`src/rtl/alu_issue_if.sv`:
```
// Signal bundle between Decode, the Decode->Execute issue stage and the ALU.
// The master side is the Decode/hazard environment; the slave side is the issue stage.
interface alu_issue_if #(
    parameter int WIDTH  = 32,
    parameter int REG_AW = 5
);
    // Decode-stage instruction fields
    logic [WIDTH-1:0]  RD1D;
    logic [WIDTH-1:0]  RD2D;
    logic [WIDTH-1:0]  ImmExtD;
    logic [REG_AW-1:0] Rs1D;
    logic [REG_AW-1:0] Rs2D;
    logic [REG_AW-1:0] RdD;
    logic [2:0]        ALUControlD;
    logic              ALUSrcD;
    logic              RegWriteD;
    logic              MemReadD;
    logic              ValidD;
    logic              FlushE;

    // Forwarding sources from later stages
    logic [WIDTH-1:0]  ALUResultM;
    logic [REG_AW-1:0] RdM;
    logic              RegWriteM;
    logic [WIDTH-1:0]  ResultW;
    logic [REG_AW-1:0] RdW;
    logic              RegWriteW;

    // Execute-stage outputs
    logic              StallD;
    logic [WIDTH-1:0]  SrcAE;
    logic [WIDTH-1:0]  SrcBE;
    logic [WIDTH-1:0]  WriteDataE;
    logic [2:0]        ALUControlE;
    logic [REG_AW-1:0] RdE;
    logic              RegWriteE;
    logic              MemReadE;
    logic              ValidE;

    modport master (
        output RD1D, RD2D, ImmExtD, Rs1D, Rs2D, RdD, ALUControlD, ALUSrcD,
               RegWriteD, MemReadD, ValidD, FlushE,
               ALUResultM, RdM, RegWriteM, ResultW, RdW, RegWriteW,
        input  StallD, SrcAE, SrcBE, WriteDataE, ALUControlE, RdE,
               RegWriteE, MemReadE, ValidE
    );

    modport slave (
        input  RD1D, RD2D, ImmExtD, Rs1D, Rs2D, RdD, ALUControlD, ALUSrcD,
               RegWriteD, MemReadD, ValidD, FlushE,
               ALUResultM, RdM, RegWriteM, ResultW, RdW, RegWriteW,
        output StallD, SrcAE, SrcBE, WriteDataE, ALUControlE, RdE,
               RegWriteE, MemReadE, ValidE
    );
endinterface

```
`src/rtl/alu_issue_stage.sv`:
```
// Decode->Execute pipeline register with operand forwarding from Memory/Writeback
// and load-use hazard detection. Drives the ALU operands directly.
module alu_issue_stage #(
    parameter int WIDTH  = 32,
    parameter int REG_AW = 5,
    parameter int FWD_EN = 1
) (
    input logic        clk,
    input logic        reset_n,
    alu_issue_if.slave bus
);

    // Execute-stage register fields
    logic [WIDTH-1:0]  rd1_e_q, rd1_e_d;
    logic [WIDTH-1:0]  rd2_e_q, rd2_e_d;
    logic [WIDTH-1:0]  imm_ext_e_q, imm_ext_e_d;
    logic [REG_AW-1:0] rs1_e_q, rs1_e_d;
    logic [REG_AW-1:0] rs2_e_q, rs2_e_d;
    logic [REG_AW-1:0] rd_e_q, rd_e_d;
    logic [2:0]        alu_control_e_q, alu_control_e_d;
    logic              alu_src_e_q, alu_src_e_d;
    logic              reg_write_e_q, reg_write_e_d;
    logic              mem_read_e_q, mem_read_e_d;
    logic              valid_e_q, valid_e_d;

    logic              load_use;
    logic [WIDTH-1:0]  fwd_a;
    logic [WIDTH-1:0]  fwd_b;

    // A later stage supplies the operand when it writes a non-zero register matching the source.
    function automatic logic fwd_hit(input logic we, input logic [REG_AW-1:0] rd,
                                     input logic [REG_AW-1:0] rs);
        return we && (rd != '0) && (rd == rs);
    endfunction

    // Load in Execute whose destination is read by the valid instruction in Decode.
    assign load_use = mem_read_e_q && reg_write_e_q && (rd_e_q != '0) && bus.ValidD &&
                      ((bus.Rs1D == rd_e_q) || (bus.Rs2D == rd_e_q));

    assign bus.StallD = reset_n && load_use;

    // Next Execute contents: capture Decode unless a flush or load-use bubble squashes it.
    always_comb begin
        // NOTE: every _d is given its capture value before any condition, so no path
        // leaves it unassigned and no latch is inferred.
        rd1_e_d         = bus.RD1D;
        rd2_e_d         = bus.RD2D;
        imm_ext_e_d     = bus.ImmExtD;
        rs1_e_d         = bus.Rs1D;
        rs2_e_d         = bus.Rs2D;
        rd_e_d          = bus.RdD;
        alu_control_e_d = bus.ALUControlD;
        alu_src_e_d     = bus.ALUSrcD;
        reg_write_e_d   = bus.RegWriteD;
        mem_read_e_d    = bus.MemReadD;
        valid_e_d       = bus.ValidD;
        if (bus.FlushE || load_use) begin
            rd1_e_d         = '0;
            rd2_e_d         = '0;
            imm_ext_e_d     = '0;
            rs1_e_d         = '0;
            rs2_e_d         = '0;
            rd_e_d          = '0;
            alu_control_e_d = '0;
            alu_src_e_d     = 1'b0;
            reg_write_e_d   = 1'b0;
            mem_read_e_d    = 1'b0;
            valid_e_d       = 1'b0;
        end
    end

    // Execute register with synchronous clear to the bubble value.
    always_ff @(posedge clk) begin
        // NOTE: non-blocking assignments so every field samples its pre-edge _d value together.
        if (!reset_n) begin
            rd1_e_q         <= '0;
            rd2_e_q         <= '0;
            imm_ext_e_q     <= '0;
            rs1_e_q         <= '0;
            rs2_e_q         <= '0;
            rd_e_q          <= '0;
            alu_control_e_q <= '0;
            alu_src_e_q     <= 1'b0;
            reg_write_e_q   <= 1'b0;
            mem_read_e_q    <= 1'b0;
            valid_e_q       <= 1'b0;
        end else begin
            rd1_e_q         <= rd1_e_d;
            rd2_e_q         <= rd2_e_d;
            imm_ext_e_q     <= imm_ext_e_d;
            rs1_e_q         <= rs1_e_d;
            rs2_e_q         <= rs2_e_d;
            rd_e_q          <= rd_e_d;
            alu_control_e_q <= alu_control_e_d;
            alu_src_e_q     <= alu_src_e_d;
            reg_write_e_q   <= reg_write_e_d;
            mem_read_e_q    <= mem_read_e_d;
            valid_e_q       <= valid_e_d;
        end
    end

    // Operand bypass: Memory beats Writeback, register file is the fallback.
    always_comb begin
        fwd_a = rd1_e_q;
        fwd_b = rd2_e_q;
        if (FWD_EN != 0) begin
            if (fwd_hit(bus.RegWriteM, bus.RdM, rs1_e_q))
                fwd_a = bus.ALUResultM;
            else if (fwd_hit(bus.RegWriteW, bus.RdW, rs1_e_q))
                fwd_a = bus.ResultW;
            if (fwd_hit(bus.RegWriteM, bus.RdM, rs2_e_q))
                fwd_b = bus.ALUResultM;
            else if (fwd_hit(bus.RegWriteW, bus.RdW, rs2_e_q))
                fwd_b = bus.ResultW;
        end
    end

    assign bus.SrcAE       = fwd_a;
    assign bus.WriteDataE  = fwd_b;
    assign bus.SrcBE       = alu_src_e_q ? imm_ext_e_q : fwd_b;
    assign bus.ALUControlE = alu_control_e_q;
    assign bus.RdE         = rd_e_q;
    assign bus.RegWriteE   = reg_write_e_q;
    assign bus.MemReadE    = mem_read_e_q;
    assign bus.ValidE      = valid_e_q;

endmodule

```
`src/flat_wrapper.sv`:
```
// flat-port wrapper written by rule: the top's interface ports become plain ports
module alu_issue_stage_flat 
#(
    parameter int WIDTH  = 32,
    parameter int REG_AW = 5,
    parameter int FWD_EN = 1
)
  (clk, reset_n, bus_RD1D, bus_RD2D, bus_ImmExtD, bus_Rs1D, bus_Rs2D, bus_RdD, bus_ALUControlD, bus_ALUSrcD, bus_RegWriteD, bus_MemReadD, bus_ValidD, bus_FlushE, bus_ALUResultM, bus_RdM, bus_RegWriteM, bus_ResultW, bus_RdW, bus_RegWriteW, bus_StallD, bus_SrcAE, bus_SrcBE, bus_WriteDataE, bus_ALUControlE, bus_RdE, bus_RegWriteE, bus_MemReadE, bus_ValidE);
  alu_issue_if #(.WIDTH(WIDTH), .REG_AW(REG_AW)) bus_i ();
  input logic clk;
  input logic reset_n;
  input wire logic [$bits(bus_i.RD1D)-1:0] bus_RD1D;
  input wire logic [$bits(bus_i.RD2D)-1:0] bus_RD2D;
  input wire logic [$bits(bus_i.ImmExtD)-1:0] bus_ImmExtD;
  input wire logic [$bits(bus_i.Rs1D)-1:0] bus_Rs1D;
  input wire logic [$bits(bus_i.Rs2D)-1:0] bus_Rs2D;
  input wire logic [$bits(bus_i.RdD)-1:0] bus_RdD;
  input wire logic [$bits(bus_i.ALUControlD)-1:0] bus_ALUControlD;
  input wire logic [$bits(bus_i.ALUSrcD)-1:0] bus_ALUSrcD;
  input wire logic [$bits(bus_i.RegWriteD)-1:0] bus_RegWriteD;
  input wire logic [$bits(bus_i.MemReadD)-1:0] bus_MemReadD;
  input wire logic [$bits(bus_i.ValidD)-1:0] bus_ValidD;
  input wire logic [$bits(bus_i.FlushE)-1:0] bus_FlushE;
  input wire logic [$bits(bus_i.ALUResultM)-1:0] bus_ALUResultM;
  input wire logic [$bits(bus_i.RdM)-1:0] bus_RdM;
  input wire logic [$bits(bus_i.RegWriteM)-1:0] bus_RegWriteM;
  input wire logic [$bits(bus_i.ResultW)-1:0] bus_ResultW;
  input wire logic [$bits(bus_i.RdW)-1:0] bus_RdW;
  input wire logic [$bits(bus_i.RegWriteW)-1:0] bus_RegWriteW;
  output wire logic [$bits(bus_i.StallD)-1:0] bus_StallD;
  output wire logic [$bits(bus_i.SrcAE)-1:0] bus_SrcAE;
  output wire logic [$bits(bus_i.SrcBE)-1:0] bus_SrcBE;
  output wire logic [$bits(bus_i.WriteDataE)-1:0] bus_WriteDataE;
  output wire logic [$bits(bus_i.ALUControlE)-1:0] bus_ALUControlE;
  output wire logic [$bits(bus_i.RdE)-1:0] bus_RdE;
  output wire logic [$bits(bus_i.RegWriteE)-1:0] bus_RegWriteE;
  output wire logic [$bits(bus_i.MemReadE)-1:0] bus_MemReadE;
  output wire logic [$bits(bus_i.ValidE)-1:0] bus_ValidE;
  assign bus_i.RD1D = bus_RD1D;
  assign bus_i.RD2D = bus_RD2D;
  assign bus_i.ImmExtD = bus_ImmExtD;
  assign bus_i.Rs1D = bus_Rs1D;
  assign bus_i.Rs2D = bus_Rs2D;
  assign bus_i.RdD = bus_RdD;
  assign bus_i.ALUControlD = bus_ALUControlD;
  assign bus_i.ALUSrcD = bus_ALUSrcD;
  assign bus_i.RegWriteD = bus_RegWriteD;
  assign bus_i.MemReadD = bus_MemReadD;
  assign bus_i.ValidD = bus_ValidD;
  assign bus_i.FlushE = bus_FlushE;
  assign bus_i.ALUResultM = bus_ALUResultM;
  assign bus_i.RdM = bus_RdM;
  assign bus_i.RegWriteM = bus_RegWriteM;
  assign bus_i.ResultW = bus_ResultW;
  assign bus_i.RdW = bus_RdW;
  assign bus_i.RegWriteW = bus_RegWriteW;
  assign bus_StallD = bus_i.StallD;
  assign bus_SrcAE = bus_i.SrcAE;
  assign bus_SrcBE = bus_i.SrcBE;
  assign bus_WriteDataE = bus_i.WriteDataE;
  assign bus_ALUControlE = bus_i.ALUControlE;
  assign bus_RdE = bus_i.RdE;
  assign bus_RegWriteE = bus_i.RegWriteE;
  assign bus_MemReadE = bus_i.MemReadE;
  assign bus_ValidE = bus_i.ValidE;
  alu_issue_stage #(.WIDTH(WIDTH), .REG_AW(REG_AW), .FWD_EN(FWD_EN)) u_core (.clk(clk), .reset_n(reset_n), .bus(bus_i));
endmodule
```
`config.mk`:
```
export PLATFORM = sky130hd
export DESIGN_NAME = alu_issue_stage_flat
export DESIGN_NICKNAME = d
export VERILOG_FILES = /design/src/rtl/alu_issue_if.sv /design/src/rtl/alu_issue_stage.sv /design/src/flat_wrapper.sv
export SDC_FILE = /design/constraint.sdc
export NUM_CORES = 1
export LEC_CHECK = 0
export BUFFER_PORTS_ARGS = -buffer_cell sky130_fd_sc_hd__buf_2
export CAP_MARGIN = 20
export CORE_AREA = 2 2 117 119
export DETAILED_ROUTE_END_ITERATION = 7
export DIE_AREA = 0 0 119 121
export GPL_ROUTABILITY_DRIVEN = 1
export PLACE_DENSITY_LB_ADDON = 0.2
export SYNTH_ARGS = -nofsm -noshare
export SYNTH_HDL_FRONTEND = slang
export SYNTH_SLANG_ARGS = --single-unit
```
`constraint.sdc`:
```
create_clock -name clk -period 3.6 [get_ports clk]
set_clock_uncertainty 0.2 [all_clocks]
set_input_delay 0.18 -clock clk [delete_from_list [all_inputs] [get_ports clk]]
set_output_delay 0.18 -clock clk [all_outputs]
set_load 0.03 [all_outputs]
```
Yosys cells after proc, flatten, opt, wreduce, memory -nomap -nowiden
Index checks and enable logic that the tools add are counted.
{"block": "totals", "elab_cells": 40, "output_inout_bits": 108, "register_bits": 118, "inputBits": 197}
{"block": "op_classes", "n_bitwise": 1, "reduce_logical": 17, "mux": 5, "n_eq_ne": 6}
{"operator": "32-bit two-way mux", "n": 5}
{"operator": "5-bit equality test", "n": 6}
{"operator": "5-bit nonzero test", "n": 3}
{"operator": "1-bit logical AND", "n": 11}
{"operator": "1-bit logical OR", "n": 2}
{"operator": "2-bit OR reduction", "n": 1}
{"operator": "1-bit NOT", "n": 1}

Logic depth before layout (Yosys ltp)
Gate-level depths: netlist of the first run.
{"block": "logic_depth", "word_depth": 6, "ltp_mapped": 7, "depth_no_buf": 5}

Least setup slack after synthesis of the first run
No wires, ideal clock.
{"block": "synth_timing", "path_kind": "input -> output", "from": "in bus_RdW[0]", "to": "out bus_SrcBE[31]", "path_buffers": 1, "t_arrival_ns": 2.188, "cell_stages": 6, "required_ns": 3.220, "slack_ns": 1.032, "path_cell_list": "or4_4 o211ai_2 buf_4 o21ai_1 a31oi_1 mux2_2"}
{"block": "synth_between", "elab_chain_cells": 6, "word_cells_on_any_way": 7, "classes_between": "1 x eq/ne; 3 x mux; 3 x reduce/logical"}
{"element": "start, declared", "line_no": "flat_wrapper.sv:28", "rtl": "input wire logic [$bits(bus_i.RdW)-1:0] bus_RdW;"}
{"element": "5-bit nonzero test", "line_no": "alu_issue_stage.sv:33", "rtl": "return we && (rd != '0) && (rd == rs);"}
{"element": "1-bit logical AND", "line_no": "alu_issue_stage.sv:33"}
{"element": "1-bit logical AND *", "line_no": "alu_issue_stage.sv:33"}
{"element": "32-bit two-way mux *", "line_no": "alu_issue_stage.sv:113", "rtl": "else if (fwd_hit(bus.RegWriteW, bus.RdW, rs2_e_q))"}
{"element": "32-bit two-way mux *", "line_no": "alu_issue_stage.sv:111", "rtl": "if (fwd_hit(bus.RegWriteM, bus.RdM, rs2_e_q))"}
{"element": "net bus_WriteDataE[31]", "line_no": "flat_wrapper.sv:33", "rtl": "output wire logic [$bits(bus_i.WriteDataE)-1:0] bus_WriteDataE;"}
{"element": "32-bit two-way mux *", "line_no": "alu_issue_stage.sv:120", "rtl": "assign bus.SrcBE = alu_src_e_q ? imm_ext_e_q : fwd_b;"}
{"element": "end, declared", "line_no": "flat_wrapper.sv:32", "rtl": "output wire logic [$bits(bus_i.SrcBE)-1:0] bus_SrcBE;"}
The timed path passes the listed nets; every way through them passes the cells marked *.

Worst setup path after layout of the first run
{"block": "layout_timing", "from": "reg u_core.rs1_e_q[4]", "to": "out bus_SrcAE[28]"}
{"block": "layout_between", "elab_chain_cells": 4, "word_cells_on_any_way": 6, "classes_between": "2 x eq/ne; 2 x mux; 2 x reduce/logical"}
{"element": "start, declared", "line_no": "alu_issue_stage.sv:17", "rtl": "logic [REG_AW-1:0] rs1_e_q, rs1_e_d;"}
{"element": "start signal, assigned", "line_no": "alu_issue_stage.sv:91", "rtl": "rs1_e_q <= rs1_e_d;"}
{"element": "5-bit equality test", "line_no": "alu_issue_stage.sv:33"}
{"element": "1-bit logical AND", "line_no": "alu_issue_stage.sv:33"}
{"element": "32-bit two-way mux", "line_no": "alu_issue_stage.sv:109", "rtl": "else if (fwd_hit(bus.RegWriteW, bus.RdW, rs1_e_q))"}
{"element": "32-bit two-way mux *", "line_no": "alu_issue_stage.sv:107", "rtl": "if (fwd_hit(bus.RegWriteM, bus.RdM, rs1_e_q))"}
{"element": "end, declared", "line_no": "flat_wrapper.sv:31", "rtl": "output wire logic [$bits(bus_i.SrcAE)-1:0] bus_SrcAE;"}
Mark *: on every way between the ends. The rest lies on a longest branch, timed or not.

==> metrics.md, run 1 <==
| Metric | Value |
|---|---|
| Crit Path Class | register to output pin |
| Multi-input gate area | 3370 µm² |
| Non-Filler Instances | 1,223 |
| Max-cap violations | 0 |
| Cell family with most CP delay | simple AND/OR/NAND/NOR gates |
| Pre-antenna DRT Iters | 4 |
| Sequential element share of the synthesized area | 38.9% |
| Min Hold Slack | 0.199 ns |
| DIE AREA | 14,400 µm² |
| Max Fclk | 0.319 GHz |
| Worst vdd ir | 0.345 mV |
| Final Power | 3.67 mW |
| Largest net degree at the start of global routing | 70 |
| WL per Instance | 16.5 µm |
| Max incr delay on CP | 1.01 ns |
| Yosys warning total | 0 |
| Dpl cell area | 7680 µm² |
| Die H | 121 µm |
| WP depth | 6 |
| Final slew viol count | 0 |
| H-tree levels | 4 |
| Share of cells above drive strength 1 | 40.2% |
| Vias in the first global route | 6,359 |
| Hold path cells | 4 |
| TritonCTS Buffers | 17 |
| GRT Util Overall | 28.1% |
| Worst slew margin | 32.3% |
| Root Driver | clkbuf_16 |
| Final Cycle Share | 87.2% |
| Cell Rows | 42 |
| Slowest CP cell | or4_2 |
| Power Dens Cells | 389 nW/µm² |
| HPWL Detailed | 13.1 mm |
| Syn Area/Cell | 9.63 µm² |
| Final hold violations | 0 |
| Minimum clock period | 3.14 ns |
| Setup TNS | 0 ns |
| Startpoint Class | register |
| Worst EP required | 3.22 ns |
| Critical-path cell list | xnor2_1, nand3_1, or4_2, buf_12, a21oi_1, buf_2 |
| Crit path DAT | 2.76 ns |
| Critical path capture point type | output pin |
| Initial Util | 46.4% |
| Clock transition at path regs | 0.05 ns |
| Synth area leader | dfxtp_1 |
| Sink Count | 118 |
| Bufs and invs on worst path | 2 |
| Latest clock arrival within the worst-skew pair | 0.40 ns |
| Fin area | 9420 µm² |
| Routed via count | 6,043 |
| Layout Utilization | 72.0% |
| Dpl cells | 1,072 |
| Post_cts resized | 0 |
| Post-synthesis net count | 827 |
| Drc violations | 0 |
| Routed wire length | 20.2 mm |
| Worst slew pin tran | 1.01 ns |
| Register area | 2360 µm² |
| Area of the mapped netlist | 6070 µm² |
| Fin worst setup slack | 0.461 ns |
| Outcome | completed |
| Synth area leaders | dfxtp_1 39%, and2_1 12%, a31oi_4 9.5%, mux2_2 5.4%, mux2i_1 5.3% |
| Depth of the worst register-to-register path | 6 |
| Synth cell types | 37 |
| Post-place setup slack | 0.591 ns |
| Layout Nets | 1,231 |
| Port Buffer Count | 304 |
| Layout fillers | 947 |
| Core Region | 13,100 µm² |
| Grt ovf | 0 |
| Most frequent cells in the layout | 304 x buf_2, 118 x and2_1, 118 x dlygate4sd3_1, 117 x dfxtp_1, 42 x nor2_1 |
| Hold Path Class | primary input to register |
| Most common cell after layout, fill and taps aside | buf_2 |
| CTS tree | built |
| Seq cells post-synth | 118 |
| Setup violations, final | 0 |
| Initial DRC Count | 222 |
| First-pass GRT wire length | 31.7 mm |
| Unrepaired setup endpoints after global routing | no |
| Crit path max fanout | 36 |
| Initial antenna violation count | 1 |
| Final estimated routing congestion in global placement | 0.835 |
| Die width | 119 µm |
| Synth top area share | 38.9% |
| Via density | 4.94 |
| Pleak | 4.27 nW |
| Syn Inst Count | 630 |
| Clk buf depth | 2 |
| Antenna viol nets, final | 0 |
| Ports | 305 |
| Synth-to-Final Area Change | 55.3% |
[synth_stat cells]
| cell type | instances |
|---|---|
| buf_12 | 3 |
| nand2b_1 | 1 |
| nor4_2 | 1 |
| mux2i_1 | 32 |
| buf_1 | 7 |
| a31oi_1 | 1 |
| inv_1 | 29 |
| a31oi_2 | 1 |
| nor2_1 | 42 |
| a221oi_2 | 3 |
| and2_1 | 118 |
| buf_2 | 10 |
| xor2_1 | 4 |
| nor3_1 | 30 |
| a31oi_4 | 27 |
| o21ai_2 | 9 |
| nand4_1 | 3 |
| or3_1 | 29 |
| o22ai_1 | 1 |
| dfxtp_1 | 118 |
| buf_4 | 1 |
| o21ai_0 | 1 |
| buf_6 | 3 |
| or4_4 | 2 |
| and3_1 | 4 |
| o21ai_1 | 20 |
| or2_2 | 1 |
| a21oi_1 | 34 |
| nand2_1 | 5 |
| clkbuf_1 | 24 |
| xnor2_1 | 26 |
| o31ai_1 | 3 |
| mux2_2 | 29 |
| nand3_1 | 4 |
| or2_1 | 1 |
| or4_1 | 1 |
| o211ai_2 | 2 |
[power breakdown]
| part | switching, mW | leakage [nW] | internal [mW] | total, mW |
|---|---|---|---|---|
| sequential | 0.0275 | 0.970 | 1.36 | 1.39 |
| clock | 0.557 | 0.270 | 0.982 | 1.54 |
| combinational | 0.402 | 3.02 | 0.339 | 0.741 |
| total | 0.987 | 4.27 | 2.68 | 3.67 |
[area by class of cell]
type                       count  share of cell area [%]
sequential                   118                    25.1
antenna                        1                  0.0266
multi-input combinational    435                    35.7
clock buffer                  28                    5.59
timing repair buffer         433                    29.9
tap                          176                    2.34
inverter                      29                    1.16
clock inverter                 3                   0.159
[final timing paths]
check                                       start                            end  slack, ns
setup reg to reg     u_core.bus.RdE[1]$_SDFF_PP0_  u_core.rd2_e_q[29]$_SDFF_PP0_       0.92
hold / removal                         bus_FlushE  u_core.alu_src_e_q$_SDFF_PP0_       0.20
setup / recovery     u_core.rs1_e_q[4]$_SDFF_PP0_                  bus_SrcAE[28]       0.46
hold reg to reg   u_core.bus.RegWriteE$_SDFF_PP0_  u_core.alu_src_e_q$_SDFF_PP0_       1.02
[registers in the layout, summed over array words and instances (netlist names)]
name                    cells
u_core.bus.RdE              5
u_core.bus.RegWriteE        1
u_core.imm_ext_e_q         32
u_core.rd1_e_q             32
u_core.bus.ValidE           1
u_core.rs1_e_q              5
u_core.bus.ALUControlE      3
u_core.bus.MemReadE         1
u_core.rd2_e_q             32
u_core.rs2_e_q              5
u_core.alu_src_e_q          1
[timing repair]
| action | in CTS | in global routing |
|---|---|---|
| hold buffers | 118 | 0 |
| setup buffers | 0 | 0 |
| hold endpoints to repair | 118 | 0 |
[cells by family after synthesis]
| logic type | share of synthesized area, % |
|---|---|
| compound gates | 17.2 |
| buf+inv | 6.21 |
| flops | 38.9 |
| xor+xnor | 4.33 |
| mux | 10.7 |
| simple gates | 22.6 |
[tightest hold or removal path: cells and delay by family]
family                 cells  cell delay [ns]
AND/OR/NAND/NOR            2             0.35
buffers and inverters      1             0.07
AO/OA/AOI/OAI              1             0.16
[per-layer routing]
metal | track usage, % | vias up | part of all wire [%] | routed length, µm
li1 | - | 2937 | - | -
met1 | 30.3 | 2811 | 39 | 7950
met2 | 51.5 | 247 | 52 | 10500
met3 | 6.30 | 48 | 5.6 | 1130
met4 | 14.0 | 0 | 3.1 | 631
met5 | 0 | - | 0 | 0
Power figures use the tool's default switching activity.
==> inputs of run 2 (changes only) <==
--- a/config.mk
+++ b/config.mk
@@ -11,6 +11,7 @@
 export DETAILED_ROUTE_END_ITERATION = 7
 export DIE_AREA = 0 0 119 121
 export GPL_ROUTABILITY_DRIVEN = 1
+export GPL_TIMING_DRIVEN = 0
 export PLACE_DENSITY_LB_ADDON = 0.2
 export SYNTH_ARGS = -nofsm -noshare
 export SYNTH_HDL_FRONTEND = slang
==> metrics.md, run 2 (same netlist as run 1, synthesis figures left out) <==
| Metric | Value |
|---|---|
| Outcome | completed |
| Setup violations, final | 0 |
| Dpl cells | 1,110 |
| Slowest CP cell | nor4_2 |
| Layout Utilization | 73.2% |
| Latest clock arrival within the worst-skew pair | 0.42 ns |
| Drc violations | 0 |
| TritonCTS Buffers | 17 |
| Post-CTS Setup Repair Bufs | 0 |
| Critical-path cell list | xnor2_1, nand4_1, nor4_2, buf_2, mux2i_1, a21oi_1, buf_2 |
| Worst r2r src | u_core.bus.RdE[1]$_SDFF_PP0_ |
| Die H | 121 µm |
| Grt ovf | 0 |
| Via density | 4.90 |
| Core Region | 13,100 µm² |
| Critical path capture point type | output pin |
| Setup slack, reg-to-reg | 0.78 ns |
| Startpoint Class | register |
| Worst slew margin | 39.9% |
| H-tree levels | 4 |
| Initial antenna violation count | 1 |
| Post_cts resized | 0 |
| HPWL Detailed | 14.9 mm |
| Routed wire length | 21.5 mm |
| Min Hold Slack | 0.287 ns |
| Final Power | 3.84 mW |
| Cell Rows | 42 |
| Worst Hold Path EP | u_core.bus.ALUControlE[0]$_SDFF_PP0_ |
| Share of cells above drive strength 1 | 39.4% |
| Crit path DAT | 2.72 ns |
| Routed via count | 6,168 |
| Pre-antenna DRT Iters | 5 |
| Most frequent cells in the layout | 314 x buf_2, 118 x and2_1, 118 x dlygate4sd3_1, 118 x dfxtp_1, 42 x nor2_1 |
| Largest net degree at the start of global routing | 17 |
| Max incr delay on CP | 0.59 ns |
| GRT Util Overall | 30.1% |
| Hold Path Class | primary input to register |
| Final hold violations | 0 |
| Min-delay src | bus_ALUControlD[0] |
| CTS Hold Bufs | 118 |
| Initial Util | 46.4% |
| Pleak | 4.34 nW |
| Layout Nets | 1,268 |
| Synth-to-Final Area Change | 57.9% |
| FF-to-FF End | u_core.imm_ext_e_q[7]$_SDFF_PP0_ |
| WL per Instance | 17.1 µm |
| Root Driver | clkbuf_16 |
| Minimum clock period | 3.10 ns |
| Final Cycle Share | 86.2% |
| Clock transition at path regs | 0.05 ns |
| CTS tree | built |
| CP dominant cell by count | buf_2 |
| Worst EP required | 3.22 ns |
| Most common cell after layout, fill and taps aside | buf_2 |
| Power Dens Cells | 401 nW/µm² |
| Unrepaired setup endpoints after global routing | no |
| Port Buffer Count | 304 |
| Worst vdd ir | 0.373 mV |
| Final slew viol count | 0 |
| Final estimated routing congestion in global placement | 0.827 |
| Max Fclk | 0.322 GHz |
| Top flop regs | u_core.imm_ext_e_q (32), u_core.rd1_e_q (32), u_core.rd2_e_q (32) |
| Ports | 305 |
| Fin area | 9580 µm² |
| Antenna viol nets, final | 0 |
| First-pass GRT wire length | 33.4 mm |
| Crit path max fanout | 10 |
| Dpl cell area | 7810 µm² |
| Fin worst setup slack | 0.497 ns |
| Depth of the worst register-to-register path | 7 |
| Vias in the first global route | 6,456 |
| Bufs and invs on worst path | 2 |
| Sink Count | 118 |
| Cell family with most CP delay | simple AND/OR/NAND/NOR gates |
| Die width | 119 µm |
| Setup TNS | 0 ns |
| Initial DRC Count | 254 |
| Max-cap violations | 0 |
| Post-place setup slack | 0.800 ns |
| Worst slew pin tran | 0.902 ns |
| DIE AREA | 14,400 µm² |
| WP depth | 7 |
| Hold path cells | 3 |
| Clk buf depth | 2 |
| Crit Path Class | register to output pin |
| Non-Filler Instances | 1,259 |
-- run 2: cell types whose count changed in the layout (fill, tap and decap cells not counted), sizes merged --
cell / change
clkbuf: +15
clkinv: +4
clkinvlp: +1
bufinv: +3
buf: +13
-- run 2: cell type report --
type                       count  area (µm²)
fill                         969        3510
clock inverter                11         133
antenna                        1        2.50
multi-input combinational    435        3330
tap                          176         220
buffer                        48         268
inverter                      29         109
clock buffer                  19         453
timing repair buffer         422        2700
sequential                   118        2360
-- run 2: worst reg2reg max path: stages (launching register included) --
cell      delay, ns
dfxtp_1        0.42
xnor2_1        0.10
nand3_1        0.07
o22ai_1        0.10
a21oi_1        0.71
clkbuf_1       0.45
clkbuf_1       0.48
and2_1         0.22
-- run 2: metal layers --
metal	GRT usage (%)	part of all wire (%)	vias to the layer above
li1	-	-	3012
met1	33.3	39	2855
met2	53.7	51	252
met3	8.36	6.5	49
met4	13.8	2.8	0
met5	0	0	-
-- run 2: report_power, final --
part / leakage (nW) / internal (mW) / switching (mW) / total, mW
Sequential: 0.969 / 1.36 / 0.0199 / 1.38
Clock: 0.294 / 1.10 / 0.599 / 1.70
Combinational: 3.08 / 0.345 / 0.415 / 0.760
Total: 4.34 / 2.81 / 1.03 / 3.84
-- run 2: worst max path at each step --
stage                                       startpoint                               end  slack [ns]
final                     u_core.rs1_e_q[3]$_SDFF_PP0_                     bus_SrcAE[29]        0.50
after global routing      u_core.rs2_e_q[0]$_SDFF_PP0_                     bus_SrcBE[29]        0.29
after CTS                 u_core.rs1_e_q[3]$_SDFF_PP0_                     bus_SrcAE[29]        0.47
after detailed placement  u_core.bus.RdE[0]$_SDFF_PP0_  u_core.imm_ext_e_q[0]$_SDFF_PP0_        0.80
after global placement    u_core.bus.RdE[0]$_SDFF_PP0_     u_core.rd2_e_q[30]$_SDFF_PP0_        0.81
after floorplan                             bus_RdW[0]                     bus_SrcBE[31]        1.03
==> inputs of run 3 (changes only) <==
--- a/config.mk
+++ b/config.mk
@@ -13,6 +13,7 @@
 export GPL_ROUTABILITY_DRIVEN = 1
 export GPL_TIMING_DRIVEN = 0
 export PLACE_DENSITY_LB_ADDON = 0.2
+export RECOVER_POWER = 100
 export SYNTH_ARGS = -nofsm -noshare
 export SYNTH_HDL_FRONTEND = slang
 export SYNTH_SLANG_ARGS = --single-unit
==> metrics.md, run 3 (same netlist as run 1, synthesis figures left out) <==
| Metric | Value |
|---|---|
| Max Fclk | 0.309 GHz |
| Vias in the first global route | 6,456 |
| Pleak | 3.89 nW |
| Min-delay src | bus_ALUControlD[0] |
| First-pass GRT wire length | 33.4 mm |
| Max-cap violations | 0 |
| Cell Rows | 42 |
| HPWL Detailed | 14.9 mm |
| FF-to-FF End | u_core.imm_ext_e_q[7]$_SDFF_PP0_ |
| Root Driver | clkbuf_16 |
| DIE AREA | 14,400 µm² |
| WL per Instance | 17.1 µm |
| Final hold violations | 0 |
| H-tree levels | 4 |
| Crit path DAT | 2.86 ns |
| Power Dens Cells | 405 nW/µm² |
| Ports | 305 |
| Latest clock arrival within the worst-skew pair | 0.42 ns |
| Die width | 119 µm |
| Top Usage Layer GRT | met2 |
| Synth-to-Final Area Change | 55.5% |
| Layout Nets | 1,268 |
| Met1 Use GR | 33.3% |
| Final Cycle Share | 89.9% |
| Core Region | 13,100 µm² |
| Worst slew pin tran | 0.913 ns |
| Setup slack, reg-to-reg | 0.76 ns |
| Crit path max fanout | 10 |
| Startpoint Class | register |
| Worst slew margin | 39.1% |
| Clock transition at path regs | 0.05 ns |
| Non-Filler Instances | 1,259 |
| Largest net degree at the start of global routing | 17 |
| Die H | 121 µm |
| Setup TNS | 0 ns |
| GRT Util Overall | 30.1% |
| Port Buffer Count | 304 |
| Hold Path Class | primary input to register |
| TritonCTS Buffers | 17 |
| Dpl cells | 1,110 |
| Worst EP required | 3.22 ns |
| Final Power | 3.82 mW |
| Drc violations | 0 |
| Top flop regs | u_core.imm_ext_e_q (32), u_core.rd1_e_q (32), u_core.rd2_e_q (32) |
| Most frequent cells in the layout | 211 x buf_2, 126 x clkbuf_1, 118 x dlygate4sd3_1, 118 x dfxtp_1, 60 x and2_1 |
| Most common cell after layout, fill and taps aside | buf_2 |
| Initial DRC Count | 240 |
| Unrepaired setup endpoints after global routing | no |
| Pre-antenna DRT Iters | 5 |
| Worst r2r src | u_core.bus.RdE[1]$_SDFF_PP0_ |
| Antenna viol nets, final | 0 |
| Met2 GRT Util | 53.7% |
| Via density | 4.90 |
| Share of cells above drive strength 1 | 29.9% |
| Critical path capture point type | output pin |
| Initial Util | 46.4% |
| Grt ovf | 0 |
| Outcome | completed |
| Worst Hold Path EP | u_core.bus.ALUControlE[0]$_SDFF_PP0_ |
| Minimum clock period | 3.24 ns |
| Routed wire length | 21.6 mm |
| Met3 usage | 8.36% |
| Layout fillers | 1,042 |
| Hold path cells | 3 |
| Final slew viol count | 0 |
| Depth of the worst register-to-register path | 7 |
| Worst vdd ir | 0.370 mV |
| Initial antenna violation count | 1 |
| Crit Path Class | register to output pin |
| CTS tree | built |
| Final estimated routing congestion in global placement | 0.827 |
| Setup violations, final | 0 |
| Sink Count | 118 |
| Routed via count | 6,170 |
| Clk buf depth | 2 |
[run 3: changes by cell type in the layout (fill, tap and decap cells not counted)]
cell	delta
a221oi_1	+3
a221oi_2	-3
and2_0	+58
and2_1	-58
buf_1	-2
buf_2	-103
clkbuf_1	+102
clkbuf_2	+3
[run 3: where the power goes]
part | total (mW) | leakage [nW] | switching [mW] | internal [mW]
Clock | 1.70 | 0.294 | 0.597 | 1.11
Combinational | 0.741 | 2.63 | 0.418 | 0.323
Sequential | 1.38 | 0.969 | 0.0198 | 1.36
Total | 3.82 | 3.89 | 1.04 | 2.79
[run 3: what timing repair did]
item,4_1_cts,5_1_grt
buffers inserted,0,0
endpoints found under the hold margin,118,0
hold buffers,118,0
gates resized for setup,0,0
[run 3: worst max-delay path by stage]
stage                                 startpoint                                to  slack, ns  cells after the start
finish              u_core.rs2_e_q[1]$_SDFF_PP0_                     bus_SrcBE[31]       0.36                      7
global route        u_core.rs1_e_q[3]$_SDFF_PP0_                     bus_SrcAE[11]       0.16                      7
CTS                 u_core.rs1_e_q[3]$_SDFF_PP0_                     bus_SrcAE[29]       0.47                      7
detailed placement  u_core.bus.RdE[0]$_SDFF_PP0_  u_core.imm_ext_e_q[0]$_SDFF_PP0_       0.80                      7
global placement    u_core.bus.RdE[0]$_SDFF_PP0_     u_core.rd2_e_q[30]$_SDFF_PP0_       0.81                      7
floorplan                             bus_RdW[0]                     bus_SrcBE[31]       1.03                      6
[run 3: per-layer routing]
layer,vias up,part of all wire (%)
met1,2853,40
li1,3013,-
met2,252,51
met4,0,2.9
met3,52,6.1
met5,-,0
[run 3: area by class of cell]
cell class	count	area, µm²	share of cell area (%)
clock inverter	11	133	1.41
inverter	29	109	1.15
buffer	48	268	2.84
sequential	118	2360	25.0
clock buffer	19	453	4.80
tap	176	220	2.33
antenna	1	2.50	0.0265
multi-input combinational	435	3310	35.1
timing repair buffer	422	2580	27.3
[run 3: through the flow]
| stage | hold WS (ns) | utilization (%) | setup slack (ns) | area (µm²) |
|---|---|---|---|---|
| 2_1_floorplan | 0.102 | - | 1.03 | 6070 |
| 3_3_place_gp | 0.179 | 59.7 | 0.813 | 7810 |
| 3_5_place_dp | 0.182 | 59.7 | 0.800 | 7810 |
| 4_1_cts | 0.276 | 73.2 | 0.473 | 9570 |
| 5_1_grt | 0.292 | 72.1 | 0.163 | 9430 |
| 6_report | 0.292 | 72.1 | 0.362 | 9430 |
[run 3: worst max-delay path, cell delays in order (launching register included)]
cell and delay (ns):
dfxtp_1 0.36, xnor2_1 0.13, nand4_1 0.37, clkbuf_1 0.37
or3_1 0.40, a31oi_1 0.28, mux2_2 0.22, clkbuf_1 0.31
